<file path="config.mk">
export PLATFORM = sky130hd
export DESIGN_NAME = i2c_read_word
export DESIGN_NICKNAME = d
export VERILOG_FILES = /design/src/rtl/i2c_read_word.sv
export SDC_FILE = /design/constraint.sdc
export NUM_CORES = 1
export LEC_CHECK = 0
export ABC_CLOCK_PERIOD_IN_PS = 3350
export BUFFER_PORTS_ARGS = -buffer_cell sky130_fd_sc_hd__buf_2
export CORE_AREA = 4 4 102 104
export DETAILED_ROUTE_END_ITERATION = 6
export DIE_AREA = 0 0 106 108
export PLACE_DENSITY = 0.46
export SETUP_SLACK_MARGIN = 0.5
export SLEW_MARGIN = 10
export SYNTH_ARGS = -nofsm -noshare
export SYNTH_HDL_FRONTEND = slang
export SYNTH_SLANG_ARGS = --single-unit
</file>
<file path="constraint.sdc">
create_clock -name PT_CK -period 3.35 [get_ports PT_CK]
set_clock_uncertainty 0.15 [all_clocks]
set_input_delay 0.335 -clock PT_CK [delete_from_list [all_inputs] [get_ports PT_CK]]
set_output_delay 0.335 -clock PT_CK [all_outputs]
set_load 0.01 [all_outputs]
</file>
<file path="src/rtl/i2c_read_word.sv">
// I2C master that reads one 16-bit word from a slave register:
// START, addr(W), pointer, repeated START, addr(R), MSB (ACK), LSB (NACK), STOP.
module i2c_read_word #(
    parameter bit ABORT_ON_NACK = 1'b1
) (
    input  logic        RESET_N,
    input  logic        PT_CK,
    input  logic        GO,
    input  logic [7:0]  SLAVE_ADDRESS,
    input  logic [7:0]  POINTER,
    input  logic        SDAI,
    output logic        SDAO,
    output logic        SCLO,
    output logic        END_OK,
    output logic        ACK_OK,
    output logic [15:0] RDATA16
);

    localparam logic [3:0] ST_IDLE   = 4'd0;
    localparam logic [3:0] ST_ARM    = 4'd1;
    localparam logic [3:0] ST_START  = 4'd2;
    localparam logic [3:0] ST_B_LOW  = 4'd3;
    localparam logic [3:0] ST_B_DATA = 4'd4;
    localparam logic [3:0] ST_B_HIGH = 4'd5;
    localparam logic [3:0] ST_B_SAMP = 4'd6;
    localparam logic [3:0] ST_RS_A   = 4'd7;
    localparam logic [3:0] ST_RS_B   = 4'd8;
    localparam logic [3:0] ST_RS_C   = 4'd9;
    localparam logic [3:0] ST_RS_D   = 4'd10;
    localparam logic [3:0] ST_P_A    = 4'd11;
    localparam logic [3:0] ST_P_B    = 4'd12;
    localparam logic [3:0] ST_P_C    = 4'd13;
    localparam logic [3:0] ST_P_D    = 4'd14;
    localparam logic [3:0] ST_DONE   = 4'd15;

    logic [3:0]  state;
    logic [2:0]  byte_idx;
    logic [3:0]  bit_cnt;
    logic        read_done;
    logic [7:0]  tx_sr;
    logic [15:0] rx_sr;
    logic        ack_slot;
    logic        rd_byte;

    // bit_cnt is 0..8 in B_DATA and 1..9 in B_SAMP (incremented in B_HIGH)
    assign ack_slot = (bit_cnt == 4'd9);
    assign rd_byte  = (byte_idx >= 3'd3);

    always_ff @(posedge PT_CK or negedge RESET_N) begin
        if (!RESET_N) begin
            state     <= ST_IDLE;
            byte_idx  <= 3'd0;
            bit_cnt   <= 4'd0;
            read_done <= 1'b0;
            SDAO      <= 1'b1;
            SCLO      <= 1'b1;
            END_OK    <= 1'b1;
            ACK_OK    <= 1'b0;
            RDATA16   <= 16'h0000;
        end else begin
            case (state)
                ST_IDLE: begin
                    SDAO   <= 1'b1;
                    SCLO   <= 1'b1;
                    END_OK <= 1'b1;
                    if (GO) state <= ST_ARM;
                end
                ST_ARM: begin
                    if (!GO) begin
                        END_OK <= 1'b0;
                        ACK_OK <= 1'b1;
                        state  <= ST_START;
                    end
                end
                ST_START: begin
                    SDAO      <= 1'b0;
                    byte_idx  <= 3'd0;
                    bit_cnt   <= 4'd0;
                    read_done <= 1'b0;
                    state     <= ST_B_LOW;
                end
                ST_B_LOW: begin
                    SCLO  <= 1'b0;
                    state <= ST_B_DATA;
                end
                ST_B_DATA: begin
                    // Master releases on its own ACK slots; ACKs the MSB, NACKs the LSB
                    if (!rd_byte) SDAO <= (bit_cnt == 4'd8) ? 1'b1 : tx_sr[7];
                    else          SDAO <= (bit_cnt == 4'd8) ? (byte_idx == 3'd4) : 1'b1;
                    state <= ST_B_HIGH;
                end
                ST_B_HIGH: begin
                    SCLO    <= 1'b1;
                    bit_cnt <= bit_cnt + 4'd1;
                    state   <= ST_B_SAMP;
                end
                ST_B_SAMP: begin
                    if (!ack_slot) begin
                        state <= ST_B_LOW;
                    end else begin
                        bit_cnt <= 4'd0;
                        if (!rd_byte && SDAI) ACK_OK <= 1'b0;
                        if (!rd_byte && SDAI && ABORT_ON_NACK) begin
                            state <= ST_P_A;
                        end else if (byte_idx == 3'd4) begin
                            read_done <= 1'b1;
                            state     <= ST_P_A;
                        end else begin
                            byte_idx <= byte_idx + 3'd1;
                            state    <= (byte_idx == 3'd1) ? ST_RS_A : ST_B_LOW;
                        end
                    end
                end
                ST_RS_A: begin SCLO <= 1'b0; state <= ST_RS_B; end
                ST_RS_B: begin SDAO <= 1'b1; state <= ST_RS_C; end
                ST_RS_C: begin SCLO <= 1'b1; state <= ST_RS_D; end
                ST_RS_D: begin SDAO <= 1'b0; state <= ST_B_LOW; end
                ST_P_A:  begin SCLO <= 1'b0; state <= ST_P_B; end
                ST_P_B:  begin SDAO <= 1'b0; state <= ST_P_C; end
                ST_P_C:  begin SCLO <= 1'b1; state <= ST_P_D; end
                ST_P_D:  begin SDAO <= 1'b1; state <= ST_DONE; end
                ST_DONE: begin
                    END_OK <= 1'b1;
                    if (read_done) RDATA16 <= rx_sr;
                    state <= ST_IDLE;
                end
                default: state <= ST_IDLE;
            endcase
        end
    end

    // Shift registers carry data only, so they are left out of reset
    always_ff @(posedge PT_CK) begin
        case (state)
            ST_START:  tx_sr <= SLAVE_ADDRESS & 8'hFE;
            ST_RS_D:   tx_sr <= SLAVE_ADDRESS | 8'h01;
            ST_B_DATA: tx_sr <= {tx_sr[6:0], 1'b0};
            ST_B_SAMP: begin
                if (ack_slot && byte_idx == 3'd0) tx_sr <= POINTER;
                else if (!ack_slot && rd_byte)    rx_sr <= {rx_sr[14:0], SDAI};
            end
            default: ;
        endcase
    end

endmodule

</file>
==> results.md, run 1 <==
Run status:
- The flow ran to the end, and the final reports show no timing, DRC or antenna violations.

Drt:
- The number of design rule violations left after detail routing is 0.
- The number of detailed-route iterations in the first pass is 5.
- Once detail routing completed, the nets flagged for antenna violations numbered 0.
- In the routed layout, each cell is associated on average with a via count of 4.764.
- After detailed routing, the average wire length per cell comes to between 10 and 15 microns.
- The detailed-route via count is between 1500 and 2000.
- The detailed router finished its first iteration with 63 violations.
- The total length of routed wires is 5.454 mm.

Setup path:
- The worst register-to-register path begins at state[0].
- The worst setup path startpoint is state[0].
- The cell family contributing the most delay on the critical path is simple AND/OR/NAND/NOR gates.
- The maximum fanout along the worst path is 16.
- The cell type of the slowest stage on the worst timing path is dfrtp_1.
- Setup slack on the worst reg-to-reg path comes out at 1.14 ns.
- The category of the critical setup timing path is reg -> reg.
- The nature of the critical path endpoint is a flop.
- For the worst setup path, the data required time is 3.21 ns.
- Walking the worst path, the cells encountered are inv_1 -> ha_1 -> and3b_4 -> nand2_1 -> nor2_1 -> buf_4.
- Counting both buffers and inverters, the worst setup path holds a total of 2.
- On the worst path, the slowest cell contributes a delay of about 0.43 ns.
- The endpoint arrival time on the critical path is around 2.1 ns.
- The critical path launch point type is a flop.

CTS:
- The tree is rooted in a clkbuf_8.
- TritonCTS built the clock tree.
- After clock tree synthesis, the clock-pin slew on the worst setup and hold paths is 0.11 ns.
- The tree built by TritonCTS fans out to 56 sinks.
- The clock latency at the later pin of the worst-skew pair is between 0.3 and 0.4 ns.
- The post-cts resize count is 0.
- The clock tree buffer depth is 2.
- TritonCTS created 5 clock buffers.
- The H-tree was split into 2 levels.

Cells and area:
- In the layout the commonest cells are 38 x buf_2, 29 x dfrtp_1, 24 x edfxtp_1, 14 x mux2_2.
- 0 antenna diodes ended up in the layout.
- Summing all multi-input logic gate instances after layout gives 1072 sq um.
- The signed area change from the synthesized netlist to the final layout is 15.44%.
- The post-route standard cell area excluding fillers is 3124 sq um.
- The number of nets in the layout is between 200 and 300.
- The share of final-layout standard cells stronger than drive strength 1 is 31.05%.
- The most common cell after layout, fill and taps aside is buf_2.
- Across the whole layout, storage elements account for 1525 sq um.
- The layout has approximately 1000 filler cells.

Power and ir drop:
- Summing internal, switching and leakage power gives around 2100 uW.
- For this design the static power due to leakage is 0.001411 uW.
- The power density of the placed cells is 664.5 nW/um^2.
- The worst-case IR drop observed on VDD is 0.0003170 V.

Timing:
- The count of endpoints failing hold in the final timing report is 0.
- The number of setup violations in the final report is 0.
- The maximum operating frequency is about 450 MHz.
- After layout, the worst setup slack is 1.145 ns.
- The max-slew violation total from the final report is 0.
- The final worst-path cycle share is 65.83%.
- Setup repair after global routing left no endpoint under its margin.
- The setup TNS after final layout is 0 ns.
- The actual slew at the worst max-slew pin is ~0.77 ns.
- Headroom to the max-slew limit came out at about 48%.
- The worst path needs about 2.2 ns of the cycle, external delays included.

Yosys:
- For this run, the number of Yosys warnings is 0.
- The number of register bits inferred by synthesis is 56.
- In this run the mean area of a mapped cell was 13.01 sq um.
- Synthesis produced around 210 cells.
- The main flop type after synthesis is dfrtp_1.
- After synthesis, flip-flops and latches occupy 56.36% of the total area.
- In the synthesized netlist the async set-or-reset flop fraction comes to 57.14%.
- The post-synthesis instance area is ~2700 sq um.
- The number of synthesized flops with an enable pin is 24.
- The share of Yosys cell area claimed by the top area cell type is 26.81%.
- Synthesis produced a netlist with a net count of 239.
- After synthesis, the cell types taking the most area are dfrtp_1 27%, edfxtp_1 27%, mux2_2 5.8%.
- Yosys mapped the design onto between 50 and 60 distinct sky130hd cell types.
- The top cell type by total area after synthesis is dfrtp_1.

Run:
- Max-cap violations in this run came to 0.

Die:
- The die boundary width is between 100 and 150 microns.
- In this run the vertical extent of the chip is roughly 110 microns.
- The total I/O pin count is 40.
- The total area inside the core boundary comes to ~9500 sq um.
- The floorplan has 36 rows.
- The die covers 11450 sq um.
- The initial cell density of the core is about 28%.

GRT:
- The pin count of the biggest net entering global routing is 33.
- The remaining global-route overflow is 0.
- The overall fraction of global-route tracks in use is approximately a tenth.
- The via count of the first global-routing pass is about 1800.
- The initial antenna violation count was 0.
- The first global-routing pass estimated between 9 and 10 mm of wire.

Hold path:
- The classification of the worst-slack hold path is in -> reg.
- The worst hold path startpoint is SLAVE_ADDRESS[3].

Place:
- The placed instances occupy a cell area of between 3000 and 4000 sq um.
- The total of buffers placed on input and output ports is 38.
- The worst setup timing slack at the placement stage is between 1 and 1.5 ns.
- The HPWL after detailed placement is 3.690 mm.
- The congestion estimate from routability-driven global placement came to about 0.77.
[layer usage]
layer / vias up / wire, microns / GRT usage [%]
met2: 46 / 2355 / 14.75
li1: 864 / - / -
met5: - / 0 / 0
met1: 900 / 2771 / 14.40
met3: 5 / 283 / 2.269
met4: 0 / 44 / 2.775
[layout make-up]
cell class | instances | share of cell area (%)
Sequential cell | 56 | 48.82
Clock inverter | 3 | 0.8811
Timing Repair Buffer | 41 | 6.888
Inverter | 13 | 1.562
Clock buffer | 5 | 2.203
Tap cell | 133 | 5.326
Multi-Input combinational cell | 130 | 34.32
[sequential cells by signal, indices dropped and copies added (netlist names)]
name	flops
bit_cnt	4
ACK_OK	1
END_OK	1
read_done	1
state	4
rx_sr	16
RDATA16	16
SCLO	1
byte_idx	3
tx_sr	8
SDAO	1
[stage by stage]
stage	utilization [%]	hold slack [ns]	instances
after global routing	32.72	0.1167	381
after floorplan	-	-0.1106	208
after CTS	32.72	0.1188	381
final	32.72	0.1279	381
after global placement	31.60	0.2791	372
after detailed placement	31.60	0.2822	372
[kinds of logic (layout without fill, tap and decap cells)]
logic type | after synthesis | count (layout) | synth area share (%)
AO/OA/AOI/OAI | 53 | 53 | 15.86
adder cells (fa/ha/maj) | 11 | 11 | 5.085
buffers and inverters | 22 | 62 | 4.022
flip-flops | 56 | 56 | 56.36
multiplexers | 18 | 18 | 7.443
AND/OR/NAND/NOR | 48 | 48 | 11.23
[worst paths after layout]
check                                  end  cells after the start
worst min-delay path              tx_sr[3]                      2
max in group asynchronous       bit_cnt[0]                      2
min in group asynchronous         state[1]                      2
worst max-delay path              rx_sr[7]                      6
worst max register to register    rx_sr[7]                      6
worst min register to register    rx_sr[4]                      0
[power by group]
part / switching [uW] / internal [uW]
logic: 400 / 281
registers: 138 / 855
clock network: 248 / 154
[worst reg2reg max path, stage by stage, from the launching register on]
cell and delay (ns):
dfrtp_1 0.43, inv_1 0.09, ha_1 0.42, and3b_4 0.41, nand2_1 0.07, nor2_1 0.08
buf_4 0.24
[cell usage after synthesis, drive strengths merged (2+ instances only)]
cell,instances
or3b,2
dfrtp,29
edfxtp,24
dfstp,3
o22ai,3
nor3,6
mux2,17
a2bb2oi,2
a211oi,3
nand4,2
buf,9
a21oi,8
a22o,7
nor3b,3
nand2,12
a21o,9
nand4b,2
ha,11
nor2,12
nand3b,3
o21ai,6
inv,13
a221o,2
o311ai,2
[repair_timing]
item,4_1_cts,5_1_grt
setup buffers,0,0
endpoints found under the hold margin,29,0
hold buffers,1,0
Note: power is estimated with default switching activity, not from simulation.
==> inputs of run 2 (changes only) <==
ABC_CLOCK_PERIOD_IN_PS = 2200   (was 3350)
clock period = 2.2 ns   (was 3.35 ns; I/O delays follow)
==> results.md, run 2 (same netlist as run 1, synthesis figures left out) <==
Setup path:
- The launching point of the worst reg2reg path is byte_idx[1].
- The worst setup path is captured at a flop.
- The reg2reg setup slack is 0.34 ns (-0.81 ns).
- The endpoint of the most critical register-to-register path is rx_sr[7].
- The required time at the worst-slack endpoint was 2.13 ns (-1.08 ns).
- The category of the critical setup timing path is reg -> reg.
- The endpoint arrival time on the critical path is 1.79 ns (-0.28 ns).
- The critical path launch point type is a flop.
- The cell count of the worst reg-to-reg path is 6 (unchanged).
- The maximum fanout along the worst path came to 16 (unchanged).

Timing:
- The count of endpoints failing hold in the final timing report was 0 (unchanged).
- The setup TNS after final layout was 0 ns (unchanged).
- The number of setup violations in the final report is 0 (unchanged).
- The minimum clock period is 1.861 ns (-0.3444 ns).
- The maximum operating frequency was 537.4 MHz (+19%).
- The max-slew violation total from the final report was 0 (unchanged).
- The remaining max-slew budget at the tightest pin came to 46.12% (-2.3 points).
- The actual slew at the worst max-slew pin is 0.8082 ns (+0.03468 ns).
- The final worst-path cycle share is 84.59% (+19 points).
- Setup repair after global routing could not meet its margin everywhere.

GRT:
- The pin count of the biggest net entering global routing was 33 (unchanged).
- The remaining global-route overflow is 0 (unchanged).
- The initial antenna violation count is 0 (unchanged).
- The via count of the first global-routing pass was 2033 (+16%).
- The overall fraction of global-route tracks in use was 11.00% (+1.1 points).
- The wire length of the first global-routing pass came to 10.14 mm (+11%).

Drt:
- The detail-routed net length per standard cell is 14.74 microns (+3.0%).
- The number of detailed-route iterations in the first pass is 4 (-1).
- The number of design-rule violations left by the first detailed-router iteration is 62 (-1.6%).
- The number of design rule violations left after detail routing came to 0 (unchanged).
- The count of nets left with antenna violations after detail routing is 0 (unchanged).
- The detailed-route via count is 1951 (+7.5%).
- The total length of routed wires is 6.249 mm (+15%).
- The average via count per standard cell came to 4.601 (-3.4%).

CTS:
- The clock tree buffer depth is 2 (unchanged).
- The number of CTS-inserted buffers is 5 (unchanged).
- The clock latency at the later pin of the worst-skew pair is 0.31 ns (about the same).
- The TritonCTS clock tree is built.
- The number of sinks driven by the clock tree is 56 (unchanged).
- The clock-pin transition on the worst setup and hold timing paths is 0.11 ns (about the same).
- The H-tree depth is 2 (unchanged).
- Clock tree synthesis selected as its root buffer the cell clkbuf_8.

Power and ir drop:
- The maximum resistive drop on vdd was 0.0006771 V (+110%).
- The power density of the placed cells is 1055 nW/um^2 (+59%).
- The leakage power total was 0.001676 uW (+19%).
- The sum of internal, switching and leakage power was 3993 uW (+92%).

Die:
- The initial cell density of the core is 28.34% (unchanged).
- The total I/O pin count came to 40 (unchanged).
- The die boundary width is 106 microns (unchanged).
- The die extent in y was 108 microns (unchanged).
- The core area is 9549 sq um (unchanged).
- The area enclosed by the die boundary is 11450 sq um (unchanged).
- The site row count is 36 (unchanged).

Run status:
- The flow ran to the end, and the final reports show no timing, DRC or antenna violations.

Cells and area:
- The filler cell count in the final layout came to 949 (-6.3%).
- In the layout the commonest cells are 38 x buf_2, 31 x buf_4, 24 x edfxtp_1, 23 x dfrtp_1, 13 x mux2_2.
- The largest registers in the layout are RDATA16 x16, rx_sr x16, tx_sr x8.
- The number of nets in the layout is 321 (+15%).
- The number of cells in the finished layout apart from fillers is 424 (+11%).
- The signed area change from the synthesized netlist to the final layout is 39.81%.
- The area of combinational cells with multiple inputs is 1321 sq um (+23%).
- The most common cell after layout, fill and taps aside is buf_2.
- The share of final-layout standard cells stronger than drive strength 1 is 53.95% (+23 points).
- The flip-flop and latch area is 1533 sq um (+0.49%).
- The antenna cell count came to 0 (unchanged).

Place:
- The count of placed standard cells including taps is 380 (+2.2%).
- The total of buffers placed on input and output ports is 38 (unchanged).
- The final weighted congestion in routability-driven placement was 0.7433 (-3.1%).
- The half-perimeter wire length of the detailed placement result is 3.907 mm (+5.9%).

Hold path:
- The min-delay analysis places its worst path in the category in -> reg.
- For hold timing, the worst endpoint is tx_sr[5].
- The worst hold path startpoint is SLAVE_ADDRESS[5].
- The worst hold path stage count is 2 (unchanged).

Run:
- The reported max-cap violation count is 0 (unchanged).
==> run 2: cell type report <==
cell class	count	area share (%)
clock buffers	6	1.918
clock inverters	2	0.4299
inverters	13	1.389
multi-input cells	130	34.92
flip-flops and latches	56	40.51
well taps	133	4.398
repair buffers	84	16.44
==> run 2: worst max path at each step <==
| stage | cells after the start | slack [ns] | to | start |
|---|---|---|---|---|
| 2_1_floorplan | 7 | 0.23 | rx_sr[0] | state[0] |
| 3_3_place_gp | 6 | 0.26 | tx_sr[4] | byte_idx[1] |
| 4_1_cts | 6 | 0.37 | rx_sr[12] | state[0] |
| 3_5_place_dp | 6 | 0.25 | tx_sr[7] | state[0] |
| 6_report | 6 | 0.34 | rx_sr[7] | byte_idx[1] |
| 5_1_grt | 6 | 0.28 | rx_sr[6] | byte_idx[0] |
==> run 2: timing repair <==
| action | CTS | global route |
|---|---|---|
| gates resized for setup | 25 | 31 |
| pin swaps | 2 | 24 |
| hold endpoints to repair | 30 | 0 |
| endpoints found under the setup margin | 60 | 60 |
| hold buffers | 2 | 0 |
| cloned | 0 | 0 |
| setup buffers | 21 | 13 |
==> run 2: through the flow <==
step	hold WS [ns]	setup slack (ns)	utilization [%]	instance area, sq um
final	0.02053	0.3391	39.62	3784
after global routing	0.01216	0.2800	39.62	3784
after CTS	0.01169	0.3687	37.13	3546
after detailed placement	0.2163	0.2472	32.98	3149
after global placement	0.2058	0.2635	32.98	3149
after floorplan	-0.2256	0.2345	-	2771
==> run 2: where the power goes <==
part	switching, uW	internal [uW]	total (uW)
Clock	352	228	580
Sequential	120	1310	1430
Combinational	1010	972	1980
Total	1480	2510	3990
==> run 2: worst max-delay path: stages, from the launching register on <==
cell and delay [ns]:
dfrtp_2 0.46, ha_4 0.18, ha_4 0.15, a211oi_4 0.30, buf_4 0.20, nor2_4 0.04
buf_12 0.14
==> run 2: per-layer routing <==
layer | part of all wire [%] | GRT usage, % | vias to the layer above
met2 | 48 | 18.49 | 36
met4 | 0.66 | 2.775 | 0
met5 | 0 | 0 | -
li1 | - | - | 948
met3 | 3.5 | 2.149 | 5
met1 | 48 | 14.67 | 962
==> inputs of run 3 (changes only) <==
ABC_CLOCK_PERIOD_IN_PS = 1900   (was 2200)
clock period = 1.9 ns   (was 2.2 ns; I/O delays follow)
==> results.md, run 3 (same netlist as run 1, synthesis figures left out) <==
Run status:
- The flow ran to the end, and the final reports show no timing, DRC or antenna violations.

Cells and area:
- The filler cell count in the final layout came to 898 (-5.4%).
- The number of nets in the layout was 344 (+7.2%).
- The most common cell after layout, fill and taps aside is buf_2.
- In the final layout, the registers with the most flip-flops are RDATA16 x16, rx_sr x16, tx_sr x8.
- Compared with the post-synthesis result, the final layout area differs by 56.96%.
- The post-layout utilization of the core is 44.48% (+4.9 points).
- The area of combinational cells with multiple inputs came to 1474 sq um (+12%).
- The share of final-layout standard cells stronger than drive strength 1 is 62.74% (+8.8 points).
- The flip-flop and latch area was 1533 sq um (unchanged).
- The antenna cell count came to 0 (unchanged).
- The post-route standard cell area excluding fillers is 4248 sq um (+12%).
- In the layout the commonest cells are 38 x buf_2, 32 x buf_4, 24 x edfxtp_1, 23 x dfrtp_1, 19 x buf_6.

Setup path:
- Walking the worst path, the cells encountered are inv_4 -> ha_4 -> and3b_4 -> nand2_2 -> nor2_4 -> clkbuf_16.
- The reg2reg setup slack is 0.08 ns (-0.26 ns).
- The critical path launch point type is a flop.
- The peak per-stage delay on the critical path is 0.47 ns (about the same).
- The setup path with the least slack is of type reg -> reg.
- The logic depth of the worst setup path including buffers is 6 (unchanged).
- The termination of the worst setup path is rx_sr[5].
- The buffering stage count on the worst path with inverters included is 2 (unchanged).
- The required time at the worst-slack endpoint is 1.79 ns (-0.34 ns).
- The endpoint arrival time on the critical path is 1.71 ns (-0.08 ns).
- The cell type of the slowest stage on the worst timing path is dfrtp_2.
- In this run the critical register-to-register path is captured at rx_sr[5].
- The maximum fanout along the worst path was 8 (-8).
- The cell count of the worst reg-to-reg path is 6 (unchanged).
- The worst setup path startpoint is state[0].
- STA classifies the critical path endpoint as a flop.
- The dominant delay contributor by cell family on the critical path is simple AND/OR/NAND/NOR gates.
- The launching point of the worst reg2reg path is state[0].

GRT:
- The via count of the first global-routing pass came to 2209 (+8.7%).
- The remaining global-route overflow came to 0 (unchanged).
- The overall fraction of global-route tracks in use is 12.09% (+1.1 points).
- The pin count of the biggest net entering global routing came to 19 (-42%).
- The wire length of the first global-routing pass is 11.10 mm (+9.5%).
- The initial antenna violation count came to 0 (unchanged).

Die:
- The site row count is 36 (unchanged).
- The initial cell density of the core was 28.34% (unchanged).
- The die boundary width is 106 microns (unchanged).
- The total I/O pin count is 40 (unchanged).
- The die extent in y came to 108 microns (unchanged).
- The area enclosed by the die boundary is 11450 sq um (unchanged).
- The core area is 9549 sq um (unchanged).

Drt:
- The number of design-rule violations left by the first detailed-router iteration is 56 (-9.7%).
- The total length of routed wires is 6.747 mm (+8.0%).
- The number of design rule violations left after detail routing came to 0 (unchanged).
- The count of nets left with antenna violations after detail routing is 0 (unchanged).
- The detail-routed net length per standard cell is 15.09 microns (+2.4%).
- The average via count per standard cell was 4.622 (+0.45%).
- The detailed-route via count is 2066 (+5.9%).
- The number of detailed-route iterations in the first pass is 4 (unchanged).

Timing:
- The max-slew violation total from the final report was 0 (unchanged).
- Setup repair after global routing could not meet its margin everywhere.
- The smallest setup slack after layout is 0.07886 ns (-0.2602 ns).
- The actual slew at the worst max-slew pin came to 0.4748 ns (-0.3335 ns).
- The number of setup violations in the final report came to 0 (unchanged).
- The remaining max-slew budget at the tightest pin is 68.35% (+22 points).
- The minimum clock period is 1.821 ns (-0.03980 ns).
- The maximum operating frequency was 549.1 MHz (+2.2%).
- The count of endpoints failing hold in the final timing report was 0 (unchanged).
- The final worst-path cycle share is 95.85% (+11 points).

Place:
- The final weighted congestion in routability-driven placement is 0.7885 (+6.1%).
- The standard cell area after detailed placement is 3283 sq um (+4.3%).
- The total of buffers placed on input and output ports is 38 (unchanged).
- The worst setup timing slack at the placement stage came to 0.01710 ns (-0.2301 ns).
- The half-perimeter wire length of the detailed placement result is 4.167 mm (+6.7%).

CTS:
- The clock tree buffer depth is 2 (unchanged).
- The cell sitting at the root of the clock tree is a clkbuf_8.
- The clock latency at the later pin of the worst-skew pair is 0.31 ns (about the same).
- The H-tree depth is 2 (unchanged).
- The TritonCTS clock tree is built.
- The number of sinks driven by the clock tree was 56 (unchanged).
- The number of CTS-inserted buffers came to 5 (unchanged).
- The clock-pin transition on the worst setup and hold timing paths was 0.10 ns (about the same).

Hold path:
- The worst hold path startpoint is SDAI.
- The min-delay analysis places its worst path in the category in -> reg.

Power and ir drop:
- The leakage power total is 0.001891 uW (+13%).
- The sum of internal, switching and leakage power is 5279 uW (+32%).
- The power density of the placed cells was 1243 nW/um^2 (+18%).
- The maximum resistive drop on vdd is 0.0008158 V (+20%).

Run:
- The reported max-cap violation count was 0 (unchanged).
run 3: final cells by class:
| class | instances | share of cell area [%] |
|---|---|---|
| clock inverters | 3 | 0.5007 |
| inverters | 13 | 1.355 |
| multi-input cells | 130 | 34.70 |
| repair buffers | 107 | 21.83 |
| flip-flops and latches | 56 | 36.08 |
| clock buffers | 5 | 1.620 |
| well taps | 133 | 3.918 |
run 3: power by group:
group          leakage, uW  total, uW  switching [uW]  internal, uW
Clock            0.0000445        674             411           263
Sequential        0.000631       1680             161          1520
Combinational      0.00122       2920            1380          1550
run 3: per-layer routing:
metal  up-vias  routed length, microns  track usage, %
met5         -                       0               0
met4         0                      92           3.423
met3         9                     217           2.388
met2        36                    3276           19.95
met1      1027                    3161           16.24
li1        994                       -               -
run 3: worst register-to-register path: cells and delay by family (launching register included):
| family | cells | cell delay [ns] |
|---|---|---|
| adder cells (fa/ha/maj) | 1 | 0.14 |
| buffers and inverters | 2 | 0.27 |
| flip-flops | 1 | 0.47 |
| AND/OR/NAND/NOR | 3 | 0.52 |
run 3: per-stage QoR:
stage / hold slack, ns / instances / setup TNS, ns
2_1_floorplan: -0.2556 / 208 / -1.048
4_1_cts: 0.004125 / 439 / 0
3_5_place_dp: 0.01708 / 395 / 0
5_1_grt: 0.005356 / 447 / 0
6_report: 0.02134 / 447 / 0
3_3_place_gp: 0.02215 / 395 / 0
run 3: repair_timing:
item	CTS	global route
buffers inserted	28	6
pin swaps	29	15
endpoints found under the hold margin	19	1
endpoints found under the setup margin	64	64
gates resized for setup	79	30
hold buffers	7	1
gates cloned	1	1
run 3: worst min path at each step:
stage / endpoint / slack (ns) / depth (start not counted)
2_1_floorplan: ACK_OK / -0.26 / 0
3_3_place_gp: state[1] / 0.02 / 1
3_5_place_dp: ACK_OK / 0.02 / 1
4_1_cts: tx_sr[6] / 0.004 / 2
5_1_grt: rx_sr[0] / 0.005 / 1
6_report: rx_sr[0] / 0.02 / 1
